`config.mk`:
```
export PLATFORM = sky130hd
export DESIGN_NAME = axi4_write_grant_ctrl
export DESIGN_NICKNAME = d
export VERILOG_FILES = /design/src/rtl/axi4_ic_pkg.sv /design/src/rtl/axi4_grant_order_fifo.sv /design/src/rtl/axi4_write_grant_ctrl.sv
export SDC_FILE = /design/constraint.sdc
export NUM_CORES = 1
export LEC_CHECK = 0
export ABC_AREA = 1
export CAP_MARGIN = 20
export CELL_PAD_IN_SITES_DETAIL_PLACEMENT = 1
export CELL_PAD_IN_SITES_GLOBAL_PLACEMENT = 2
export CORE_MARGIN = 10
export CORE_UTILIZATION = 33
export DETAILED_ROUTE_END_ITERATION = 8
export GPL_ROUTABILITY_DRIVEN = 0
export PLACE_DENSITY = 0.8
export SYNTH_ARGS = -nofsm -noshare
export SYNTH_HDL_FRONTEND = slang
export SYNTH_SLANG_ARGS = --single-unit
```
`constraint.sdc`:
```
create_clock -name aclk -period 16.45 [get_ports aclk]
set_input_delay 2.4675 -clock aclk [delete_from_list [all_inputs] [get_ports aclk]]
set_output_delay 2.4675 -clock aclk [all_outputs]
set_load 0.005 [all_outputs]
```
`src/rtl/axi4_ic_pkg.sv`:
```
// Shared definitions for the AXI4 interconnect write-grant path:
// QoS widths, promoted priority, AW FSM encoding and index-width helper.
package axi4_ic_pkg;

    localparam int unsigned QOS_W = 4;
    localparam int unsigned PRIO_W = 5;
    localparam logic [PRIO_W-1:0] PRIO_PROMOTED = 5'd16;

    typedef enum logic {
        A_IDLE  = 1'b0,
        A_GRANT = 1'b1
    } aw_state_e;

    function automatic int unsigned idx_width(input int unsigned n);
        return (n <= 1) ? 1 : $clog2(n);
    endfunction

endpackage

```
`src/rtl/axi4_grant_order_fifo.sv`:
```
// Order FIFO of granted master indices; head is the master currently owning W.
// Simultaneous push and pop are both honoured, including when full.
module axi4_grant_order_fifo
    import axi4_ic_pkg::*;
#(
    parameter int unsigned ORDER_DEPTH = 4,
    parameter int unsigned MIDX_W      = 4,
    localparam int unsigned PTR_W      = $clog2(ORDER_DEPTH),
    localparam int unsigned CNT_W      = PTR_W + 1
) (
    input  logic              i_clk,
    input  logic              i_rst,
    input  logic              i_push,
    input  logic [MIDX_W-1:0] i_push_idx,
    input  logic              i_pop,
    output logic [MIDX_W-1:0] o_head,
    output logic              o_full,
    output logic              o_empty,
    output logic [CNT_W-1:0]  o_count
);

    logic [MIDX_W-1:0] r_mem [ORDER_DEPTH];
    logic [PTR_W-1:0]  r_wr_ptr;
    logic [PTR_W-1:0]  r_rd_ptr;
    logic [CNT_W-1:0]  r_count;
    logic              w_push;
    logic              w_pop;

    assign o_full  = (r_count == CNT_W'(ORDER_DEPTH));
    assign o_empty = (r_count == '0);
    assign o_count = r_count;
    assign o_head  = r_mem[r_rd_ptr];

    assign w_push = i_push && (!o_full || i_pop);
    assign w_pop  = i_pop && !o_empty;

    always_ff @(posedge i_clk) begin
        if (i_rst) begin
            r_wr_ptr <= '0;
            r_rd_ptr <= '0;
            r_count  <= '0;
            for (int i = 0; i < ORDER_DEPTH; i++) begin
                r_mem[i] <= '0;
            end
        end else begin
            if (w_push) begin
                r_mem[r_wr_ptr] <= i_push_idx;
                r_wr_ptr        <= r_wr_ptr + PTR_W'(1);
            end
            if (w_pop) begin
                r_rd_ptr <= r_rd_ptr + PTR_W'(1);
            end
            if (w_push && !w_pop) begin
                r_count <= r_count + CNT_W'(1);
            end else if (w_pop && !w_push) begin
                r_count <= r_count - CNT_W'(1);
            end
        end
    end

endmodule

```
`src/rtl/axi4_write_grant_ctrl.sv`:
```
// Shares one slave AW/W channel pair among NUM_MASTERS masters: QoS + aging
// AW arbitration with round-robin tie-break, and W steering in AW grant order.
module axi4_write_grant_ctrl
    import axi4_ic_pkg::*;
#(
    parameter int unsigned NUM_MASTERS = 10,
    parameter int unsigned QOS_ENABLE  = 1,
    parameter int unsigned AGE_LIMIT   = 15,
    parameter int unsigned ORDER_DEPTH = 4,
    localparam int unsigned MIDX_W     = idx_width(NUM_MASTERS),
    localparam int unsigned CNT_W      = $clog2(ORDER_DEPTH) + 1
) (
    input  logic                         aclk,
    input  logic                         areset,
    input  logic [NUM_MASTERS-1:0]       m_awvalid,
    input  logic [QOS_W*NUM_MASTERS-1:0] m_awqos,
    output logic [NUM_MASTERS-1:0]       m_awready,
    output logic                         s_awvalid,
    input  logic                         s_awready,
    output logic [MIDX_W-1:0]            aw_sel,
    input  logic [NUM_MASTERS-1:0]       m_wvalid,
    input  logic [NUM_MASTERS-1:0]       m_wlast,
    output logic [NUM_MASTERS-1:0]       m_wready,
    output logic                         s_wvalid,
    input  logic                         s_wready,
    output logic [MIDX_W-1:0]            w_sel,
    output logic                         w_sel_valid,
    output logic [CNT_W-1:0]             order_count
);

    localparam int unsigned AGE_W = 8;

    aw_state_e         r_state;
    logic [MIDX_W-1:0] r_aw_sel;
    logic [MIDX_W-1:0] r_rr_ptr;
    logic [AGE_W-1:0]  r_age [NUM_MASTERS];

    logic [PRIO_W-1:0] w_prio [NUM_MASTERS];
    logic [MIDX_W-1:0] w_winner;
    logic              w_found;
    logic [PRIO_W-1:0] w_best_prio;
    int                w_best_dist;
    int                w_dist;
    logic              w_aw_hs;
    logic              w_full;
    logic              w_empty;
    logic [MIDX_W-1:0] w_head;
    logic [CNT_W-1:0]  w_count;
    logic              w_pop;

    // Aged requesters outrank every QoS level.
    always_comb begin
        for (int i = 0; i < NUM_MASTERS; i++) begin
            if (r_age[i] == AGE_W'(AGE_LIMIT)) begin
                w_prio[i] = PRIO_PROMOTED;
            end else if (QOS_ENABLE != 0) begin
                w_prio[i] = {1'b0, m_awqos[QOS_W*i +: QOS_W]};
            end else begin
                w_prio[i] = '0;
            end
        end
    end

    // Highest priority wins; ties go to the smallest distance up from rr_ptr.
    always_comb begin
        w_winner    = '0;
        w_found     = 1'b0;
        w_best_prio = '0;
        w_best_dist = 0;
        w_dist      = 0;
        for (int i = 0; i < NUM_MASTERS; i++) begin
            w_dist = (i >= int'(r_rr_ptr)) ? (i - int'(r_rr_ptr))
                                          : (i + int'(NUM_MASTERS) - int'(r_rr_ptr));
            if (m_awvalid[i] && (!w_found || (w_prio[i] > w_best_prio) ||
                                 ((w_prio[i] == w_best_prio) && (w_dist < w_best_dist)))) begin
                w_found     = 1'b1;
                w_best_prio = w_prio[i];
                w_best_dist = w_dist;
                w_winner    = MIDX_W'(i);
            end
        end
    end

    always_comb begin
        s_awvalid = 1'b0;
        m_awready = '0;
        for (int i = 0; i < NUM_MASTERS; i++) begin
            if ((r_state == A_GRANT) && (r_aw_sel == MIDX_W'(i))) begin
                s_awvalid    = m_awvalid[i];
                m_awready[i] = s_awready;
            end
        end
    end

    assign w_aw_hs = s_awvalid && s_awready;

    always_ff @(posedge aclk) begin
        if (areset) begin
            r_state  <= A_IDLE;
            r_aw_sel <= '0;
            r_rr_ptr <= '0;
        end else begin
            unique case (r_state)
                A_IDLE: begin
                    if ((|m_awvalid) && !w_full) begin
                        r_aw_sel <= w_winner;
                        r_state  <= A_GRANT;
                    end
                end
                A_GRANT: begin
                    if (w_aw_hs) begin
                        r_rr_ptr <= (r_aw_sel == MIDX_W'(NUM_MASTERS - 1)) ? '0
                                                                          : r_aw_sel + MIDX_W'(1);
                        r_state  <= A_IDLE;
                    end
                end
                default: r_state <= A_IDLE;
            endcase
        end
    end

    // The current grant holder does not age while it waits for AWREADY.
    always_ff @(posedge aclk) begin
        if (areset) begin
            for (int i = 0; i < NUM_MASTERS; i++) begin
                r_age[i] <= '0;
            end
        end else begin
            for (int i = 0; i < NUM_MASTERS; i++) begin
                if (!m_awvalid[i]) begin
                    r_age[i] <= '0;
                end else if (w_aw_hs && (r_aw_sel == MIDX_W'(i))) begin
                    r_age[i] <= '0;
                end else if (!((r_state == A_GRANT) && (r_aw_sel == MIDX_W'(i))) &&
                             (r_age[i] != AGE_W'(AGE_LIMIT))) begin
                    r_age[i] <= r_age[i] + AGE_W'(1);
                end
            end
        end
    end

    axi4_grant_order_fifo #(
        .ORDER_DEPTH (ORDER_DEPTH),
        .MIDX_W      (MIDX_W)
    ) u_order_fifo (
        .i_clk      (aclk),
        .i_rst      (areset),
        .i_push     (w_aw_hs),
        .i_push_idx (r_aw_sel),
        .i_pop      (w_pop),
        .o_head     (w_head),
        .o_full     (w_full),
        .o_empty    (w_empty),
        .o_count    (w_count)
    );

    always_comb begin
        s_wvalid = 1'b0;
        m_wready = '0;
        w_pop    = 1'b0;
        for (int i = 0; i < NUM_MASTERS; i++) begin
            if (!w_empty && (w_head == MIDX_W'(i))) begin
                s_wvalid    = m_wvalid[i];
                m_wready[i] = s_wready;
                w_pop       = m_wvalid[i] && m_wlast[i] && s_wready;
            end
        end
    end

    assign aw_sel      = r_aw_sel;
    assign w_sel       = w_head;
    assign w_sel_valid = !w_empty;
    assign order_count = w_count;

endmodule
```
== Word level (Yosys, flattened, before mapping) ==
Memory sizes are Yosys's and may differ from the RTL's. A register that Yosys moved wholly into a read port is not among the register bits.
Index checks and enable logic that the tools add are counted.

* Add/sub/neg operators: 35
* Magnitude comparators: 28
* Equal/unequal tests: 48
* Mux-type cells: 272
* Bitwise logic cells: 31
* Reduce and logical (&&, ||, !) cells: 134

{| class="wikitable"
|+ Operators with widths
! cell !! number
|-
| 32-bit 2-to-1 mux || 19
|-
| 32-bit < comparator || 9
|-
| 8-bit 2-to-1 mux || 30
|-
| 1-bit 2-to-1 mux || 188
|-
| 5-bit 2-to-1 mux || 19
|-
| 1-bit logical AND || 84
|-
| 8-bit by 1-bit adder with 8-bit output, second input constant || 10
|-
| 8-bit by 4-bit equality test with 1-bit output, second input constant || 10
|-
| 8-bit by 4-bit != test with 1-bit output, second input constant || 10
|-
| 5-bit equality test || 9
|-
| 5-bit greater-than comparator || 9
|-
| 4-bit 2-to-1 mux || 10
|-
| 4-bit by 4-bit subtractor with 5-bit output, first input constant || 8
|-
| 4-bit by 3-bit equality test with 1-bit output, second input constant || 8
|-
| 1-bit OR || 30
|-
| 5-bit by 4-bit subtractor with 6-bit output, first input constant || 4
|-
| 1-bit zero test || 23
|-
| 3-bit by 4-bit subtractor with 5-bit output, first input constant || 4
|-
| 1-bit logical OR || 19
|-
| 4-bit by 2-bit equality test with 1-bit output, second input constant || 4
|-
| 4-bit equality test, second input constant || 4
|-
| 3-bit by 4-bit >= comparator with 1-bit output, first input constant || 4
|-
| 10-bit OR reduction || 1
|-
| 1-bit by 4-bit subtractor with 5-bit output, first input constant || 2
|-
| 19 further kinds || 30
|}

* Register bits after elaboration: 16
* RAM bits: 96
* Input port bits: 74
* Output and inout port bits: 34
* Logic and storage cells: 556
* Memories: 2

{| class="wikitable"
|+ Memories
! name !! depth !! width !! rd ports !! clocked after Yosys merged registers in !! write ports !! RTL line !! source
|-
| r_age || 10 || 8 || 10 || 0 || 10 || axi4_write_grant_ctrl.sv:36 || <nowiki>logic [AGE_W-1:0] r_age [NUM_MASTERS];</nowiki>
|-
| u_order_fifo.r_mem || 4 || 4 || 1 || 1 || 4 || axi4_grant_order_fifo.sv:22 || <nowiki>logic [MIDX_W-1:0] r_mem [ORDER_DEPTH];</nowiki>
|}

== Logic depth before layout (Yosys ltp) ==
An unclocked memory read counts as a cell.

* Depth after elaboration: 49
* Depth in mapped cells: 129
* Gate-level depth less buffers: 118

== Hierarchy ==
A second synthesis with hierarchy kept.

* Cells, all modules: 1468
* Area total of the unflattened synthesis: 10371.2 um^2

{| class="wikitable"
|+ Modules (own cells, without submodules)
! module !! times used !! cells each !! area each (um^2)
|-
| axi4_write_grant_ctrl || 1 || 1345 || 9206.3
|-
| axi4_grant_order_fifo || 1 || 123 || 1164.9
|}

== Worst setup path before layout ==
No wires, ideal clock.

* Kind: input to register
* Start point: input m_awvalid[0]
* End point: register r_aw_sel[1] (netlist: aw_sel[1])
* Setup time: 0.070 ns
* Arrival time: 15.037 ns
* Data required time: 16.380 ns
* Setup slack: 1.343 ns
* Cell stages on the path: 98
* Buffers on the path: 11
* Cells stage by stage: buf_4 > inv_1 > nor2_1 > nand2_1 > ha_1 > nand2_1 > nor2_1 > nand2_1 > a21oi_1 > nand2_1 > nand2_1 > clkbuf_1 > clkbuf_1 > nand2_1 > o21ai_0 > ha_1 > a2111oi_0 > nand2_1 > (+62 left out) > o21ai_0 > a21oi_1 > o21bai_1 > a21oi_1 > nand2_2 > nand2_1 > clkbuf_1 > o21ai_1 > ha_1 > a21oi_1 > o21ai_0 > a21oi_1 > o21bai_1 > a22oi_1 > nand2_1 > nand2_1 > nand3_1 > a21oi_1

* Cells in the longest elaborated chain, start to end: 46

{| class="wikitable"
|+ Ends and longest elaborated chain
! element !! RTL line !! source
|-
| from (decl) || axi4_write_grant_ctrl.sv:15 || <nowiki>input logic [NUM_MASTERS-1:0] m_awvalid,</nowiki>
|-
| 32-bit 2-to-1 mux (tied with other cells) || axi4_write_grant_ctrl.sv:74 || <nowiki>if (m_awvalid[i] && (!w_found || (w_prio[i] > w_best_prio) ||</nowiki>
|-
| 32-bit < comparator (tied with other cells) || axi4_write_grant_ctrl.sv:75 || <nowiki>((w_prio[i] == w_best_prio) && (w_dist < w_best_dist)))) begin</nowiki>
|-
| 1-bit logical AND / 1-bit logical OR (equally long branches) || axi4_write_grant_ctrl.sv:75, axi4_write_grant_ctrl.sv:74 ||
|-
| 1-bit logical OR || axi4_write_grant_ctrl.sv:74 ||
|-
| 1-bit logical AND || axi4_write_grant_ctrl.sv:74 ||
|-
| 32-bit 2-to-1 mux (tied with other cells) || axi4_write_grant_ctrl.sv:74 ||
|-
| 32-bit < comparator (tied with other cells) || axi4_write_grant_ctrl.sv:75 ||
|-
| 1-bit logical AND / 1-bit logical OR (equally long branches) || axi4_write_grant_ctrl.sv:75, axi4_write_grant_ctrl.sv:74 ||
|-
| (+30 left out) || - ||
|-
| 1-bit logical OR || axi4_write_grant_ctrl.sv:74 ||
|-
| 1-bit logical AND || axi4_write_grant_ctrl.sv:74 ||
|-
| 32-bit 2-to-1 mux (tied with other cells) || axi4_write_grant_ctrl.sv:74 ||
|-
| 32-bit < comparator (tied with other cells) || axi4_write_grant_ctrl.sv:75 ||
|-
| 1-bit logical AND / 1-bit logical OR (equally long branches) || axi4_write_grant_ctrl.sv:75, axi4_write_grant_ctrl.sv:74 ||
|-
| 1-bit logical OR || axi4_write_grant_ctrl.sv:74 ||
|-
| 1-bit logical AND || axi4_write_grant_ctrl.sv:74 ||
|-
| 4-bit 2-to-1 mux || axi4_write_grant_ctrl.sv:74 ||
|-
| to (signal assigned) || axi4_write_grant_ctrl.sv:106 || <nowiki>r_aw_sel <= w_winner;</nowiki>
|-
| to (decl) || axi4_write_grant_ctrl.sv:34 || <nowiki>logic [MIDX_W-1:0] r_aw_sel;</nowiki>
|}

Several ways; a longest one is shown, not always the timed one.
A chain may end at the register's enable or synchronous reset.

== Worst setup path after layout ==
* Start point: input m_awqos[7]
* End point: register r_aw_sel[2] (netlist: aw_sel[2])

* Cells in the longest elaborated chain, start to end: 46

{| class="wikitable"
|+ Ends and longest elaborated chain
! element !! RTL line !! source
|-
| from (decl) || axi4_write_grant_ctrl.sv:16 || <nowiki>input logic [QOS_W*NUM_MASTERS-1:0] m_awqos,</nowiki>
|-
| 5-bit 2-to-1 mux (*) || axi4_write_grant_ctrl.sv:54 || <nowiki>if (r_age[i] == AGE_W'(AGE_LIMIT)) begin</nowiki>
|-
| 5-bit greater-than comparator / 5-bit equality test (equally long branches) || axi4_write_grant_ctrl.sv:74, axi4_write_grant_ctrl.sv:75 ||
|-
| 1-bit logical OR / 1-bit logical AND (equally long branches) || axi4_write_grant_ctrl.sv:74, axi4_write_grant_ctrl.sv:75 ||
|-
| 1-bit logical OR || axi4_write_grant_ctrl.sv:74 ||
|-
| 1-bit logical AND || axi4_write_grant_ctrl.sv:74 ||
|-
| 32-bit 2-to-1 mux (tied with other cells) || axi4_write_grant_ctrl.sv:74 ||
|-
| 32-bit < comparator (tied with other cells) || axi4_write_grant_ctrl.sv:75 ||
|-
| 1-bit logical AND / 1-bit logical OR (equally long branches) || axi4_write_grant_ctrl.sv:75, axi4_write_grant_ctrl.sv:74 ||
|-
| (+30 left out) || - ||
|-
| 1-bit logical OR || axi4_write_grant_ctrl.sv:74 ||
|-
| 1-bit logical AND || axi4_write_grant_ctrl.sv:74 ||
|-
| 32-bit 2-to-1 mux (tied with other cells) || axi4_write_grant_ctrl.sv:74 ||
|-
| 32-bit < comparator (tied with other cells) || axi4_write_grant_ctrl.sv:75 ||
|-
| 1-bit logical AND / 1-bit logical OR (equally long branches) || axi4_write_grant_ctrl.sv:75, axi4_write_grant_ctrl.sv:74 ||
|-
| 1-bit logical OR || axi4_write_grant_ctrl.sv:74 ||
|-
| 1-bit logical AND || axi4_write_grant_ctrl.sv:74 ||
|-
| 4-bit 2-to-1 mux (*) || axi4_write_grant_ctrl.sv:74 ||
|}

Mark *: on every way between the ends. The rest lies on a longest branch, timed or not.

==> impl_metrics.ini <==
[drt]
drt_pass1_iterations = 4
route.detailed.drc = 0
vias = 9947
avgViaCountPerCell = 5.03
routed_wl_um = 34200
wl_per_cell_um = 17.3
detail-route-antenna-nets = 0
first_iter_violations = 523

[sta]
hold_viol = 0
fin_crit_ns = 14.68
tightest_slew_ns = 0.877
slew_headroom_pct = 41.0
fin_worst_skew_ns = 0.0116
setup-violations-final = 0
fmax_mhz = 68.1
rsz0062_at_grt = no
fin_tns_setup_ns = 0
period_share_pct = 89.2
maxSlewViolCount = 0

[final_layout]
fin_util_pct = 41.2
area_delta_synth_final_pct = 23.0
drive_gt1_share_pct = 5.37
mostFrequentLayoutCells = nand2_1 (325), inv_1 (199), nor2_1 (197)
seqCellArea_um2 = 3240
layout.nets = 1760
n_antenna_cell = 0
multiInputGateArea_um2 = 6240
n_fill_cell = 3831
final_common_cell = nand2_1

[place]
hpwl_um = 27500
numPortBuffers = 107

[critical_path]
cp.arrival_ns = 15.04
critPathTopFamily = compound AO/OA/AOI/OAI gates
critical_path_class = in -> reg
cp-start-kind = input port
cpMostUsedCell = nand2_1
r2r_setup_slack_ns = 2.04
critPathBufInv = 8
worst_path_max_delay_cell = clkdlybuf4s50_1
critical_path.max_fanout = 12
required_ns = 16.81
slowest_delay_ns = 0.47
cp-end-kind = register

[global_routing]
grt_use_total_pct = 17.5
grt-ovfl-total = 0
antenna_found_initial = 0
first_global_vias = 10267
grt_max_degree = 36
grt_pass1_wl_um = 54600

[floorplanning]
die_w_um = 196
fp.dieArea_um2 = 38500
core_area_um2 = 30600
initial_utilization_pct = 33.5
rows = 64
die_height_um = 196
num_io_pins = 108

[synthesis]
syn_avg_cell_area_um2 = 7.08
synth.area.top_cells = edfxtp_1 (28%), ha_1 (14%), nand2_1 (12%)
synth-seq-cells = 114
syn_inst = 1448
synthesis.area_um2 = 10200
syn-num-nets = 1638
yosysTopAreaCell = edfxtp_1
ys_seq_area_share_pct = 31.7
synth_cell_type_count = 46
synth_top_area_share_pct = 28.1
synth_warnings = 0

[worst_hold_path]
hold_path.class = reg -> reg

[power]
p_sw_w = 0.000916
combPwrFrac_pct = 59.9
pwr-share-seq_pct = 19.7
power_per_cell_area_nw_per_um2 = 154
p_leak_nw = 5.74
peakVddDrop_uv = 81.8
switching_share_pct = 47.2
pwr-share-clk_pct = 20.4
p_int_w = 0.00103

[clocking]
cts-hold-fix-buffers = 0
root_buffer = clkbuf_16
clk_pin_slew_worst_paths_ns = 0.06
cts_tree = done
clk_latency_ns = 0.44
clk_path_buf_depth = 2
cts_buffers = 17
clock_sinks = 114
cts_htree_levels = 4

[run]
maxCapViolCount = 0

[run_status]
status = finished clean
## per-layer routing
layer  global-route usage (%)  wire, um  vias to the layer above
met3                     3.00      1240                       15
met1                     22.8     16300                     4700
met2                     29.8     16400                      145
met5                        0         0                        -
met4                     3.59       201                        0
li1                         -         -                     5087
## tightest hold or removal path: cells and delay by family (launching register included)
kind / cells / cell delay [ns]
AO/OA/AOI/OAI: 1 / 0.07
flip-flops: 1 / 0.30
buffers and inverters: 1 / 0.05
## area by class of cell
class / instances / share of cell area, %
tap: 396 / 3.93
inverter: 210 / 6.26
timing repair buffer: 126 / 9.68
multi-input combinational: 1101 / 49.6
sequential: 114 / 25.7
clock inverter: 15 / 1.45
clock buffer: 17 / 3.38
## synth_stat cells, drive strengths merged
cell     instances
clkinv           4
a211oi           4
mux2             1
o22ai            1
o21bai           7
clkbuf          24
a21oi           69
o211ai           3
xnor2            7
a21boi           1
or2              5
a31oi            6
a221o            1
nand4           21
or4              4
nand2          335
a2bb2oi          1
inv            206
o21ai          133
dfxtp           18
a311oi           1
nor3b           10
nor2           198
a32oi            3
conb             1
o22a             1
a22oi            2
nor3            37
nand3           64
ha             115
mux2i            1
edfxtp          96
a2111oi          4
nor4             6
o2111ai          6
o21a             2
or3              1
o31ai            3
buf              5
xor2            40
fa               1
## per-stage QoR
step | worst slack (ns) | hold slack (ns) | cell area (um2) | total power, W | cells
after global placement | 0.0539 | 0.455 | 11800 | 0.00145 | 1934
after CTS | 0.0976 | 0.483 | 12400 | 0.00189 | 1966
final | 1.77 | 0.479 | 12600 | 0.00194 | 1979
after detailed placement | -0.446 | 0.467 | 11800 | 0.00149 | 1934
after global routing | 0.215 | 0.514 | 12600 | 0.00216 | 1979
after floorplan | 1.34 | 0.436 | 10200 | 0.00117 | 1448
## logic make-up after synthesis
kind of cell               synth area share [%]
xor gates and xnor gates                   4.02
and+or+nand+nor                            27.6
adders and majority gates                  14.2
other                                    0.0366
AOI/OAI and AO/OA                          13.4
muxes                                     0.208
DFF                                        31.7
buffers and inverters                      8.84
## final timing paths
kind                               to                     start  depth (start not counted)
max                         aw_sel[2]                m_awqos[7]                         92
min          u_order_fifo.r_rd_ptr[1]  u_order_fifo.r_rd_ptr[1]                          2
max reg2reg                 aw_sel[2]               r_rr_ptr[2]                         95
min reg2reg  u_order_fifo.r_rd_ptr[1]  u_order_fifo.r_rd_ptr[1]                          2
## power groups by stage
| stage | clock, W | combinational [W] | sequential [W] |
|---|---|---|---|
| 2_1_floorplan | 0 | 0.000792 | 0.000375 |
| 3_3_place_gp | 0 | 0.00107 | 0.000387 |
| 3_5_place_dp | 0 | 0.00110 | 0.000388 |
| 4_1_cts | 0.000405 | 0.00111 | 0.000382 |
| 5_1_grt | 0.000415 | 0.00136 | 0.000387 |
| 6_report | 0.000396 | 0.00116 | 0.000382 |
## timing repair
item / in CTS / in global routing
cloned: 0 / 6
setup buffers: 0 / 7
resized for setup: 1 / 47
setup endpoints to repair: 2 / 4
pin swaps: 0 / 3
## state kept, by name, summed over array words and instances (netlist names), named ones only
register and count:
aw_sel 4, r_state 1, u_order_fifo.o_count 3, u_order_fifo.r_wr_ptr 2
u_order_fifo.r_rd_ptr 2, r_rr_ptr 4, u_order_fifo.r_mem 16, r_age 80
No activity file was read; power rests on OpenSTA's default activity.
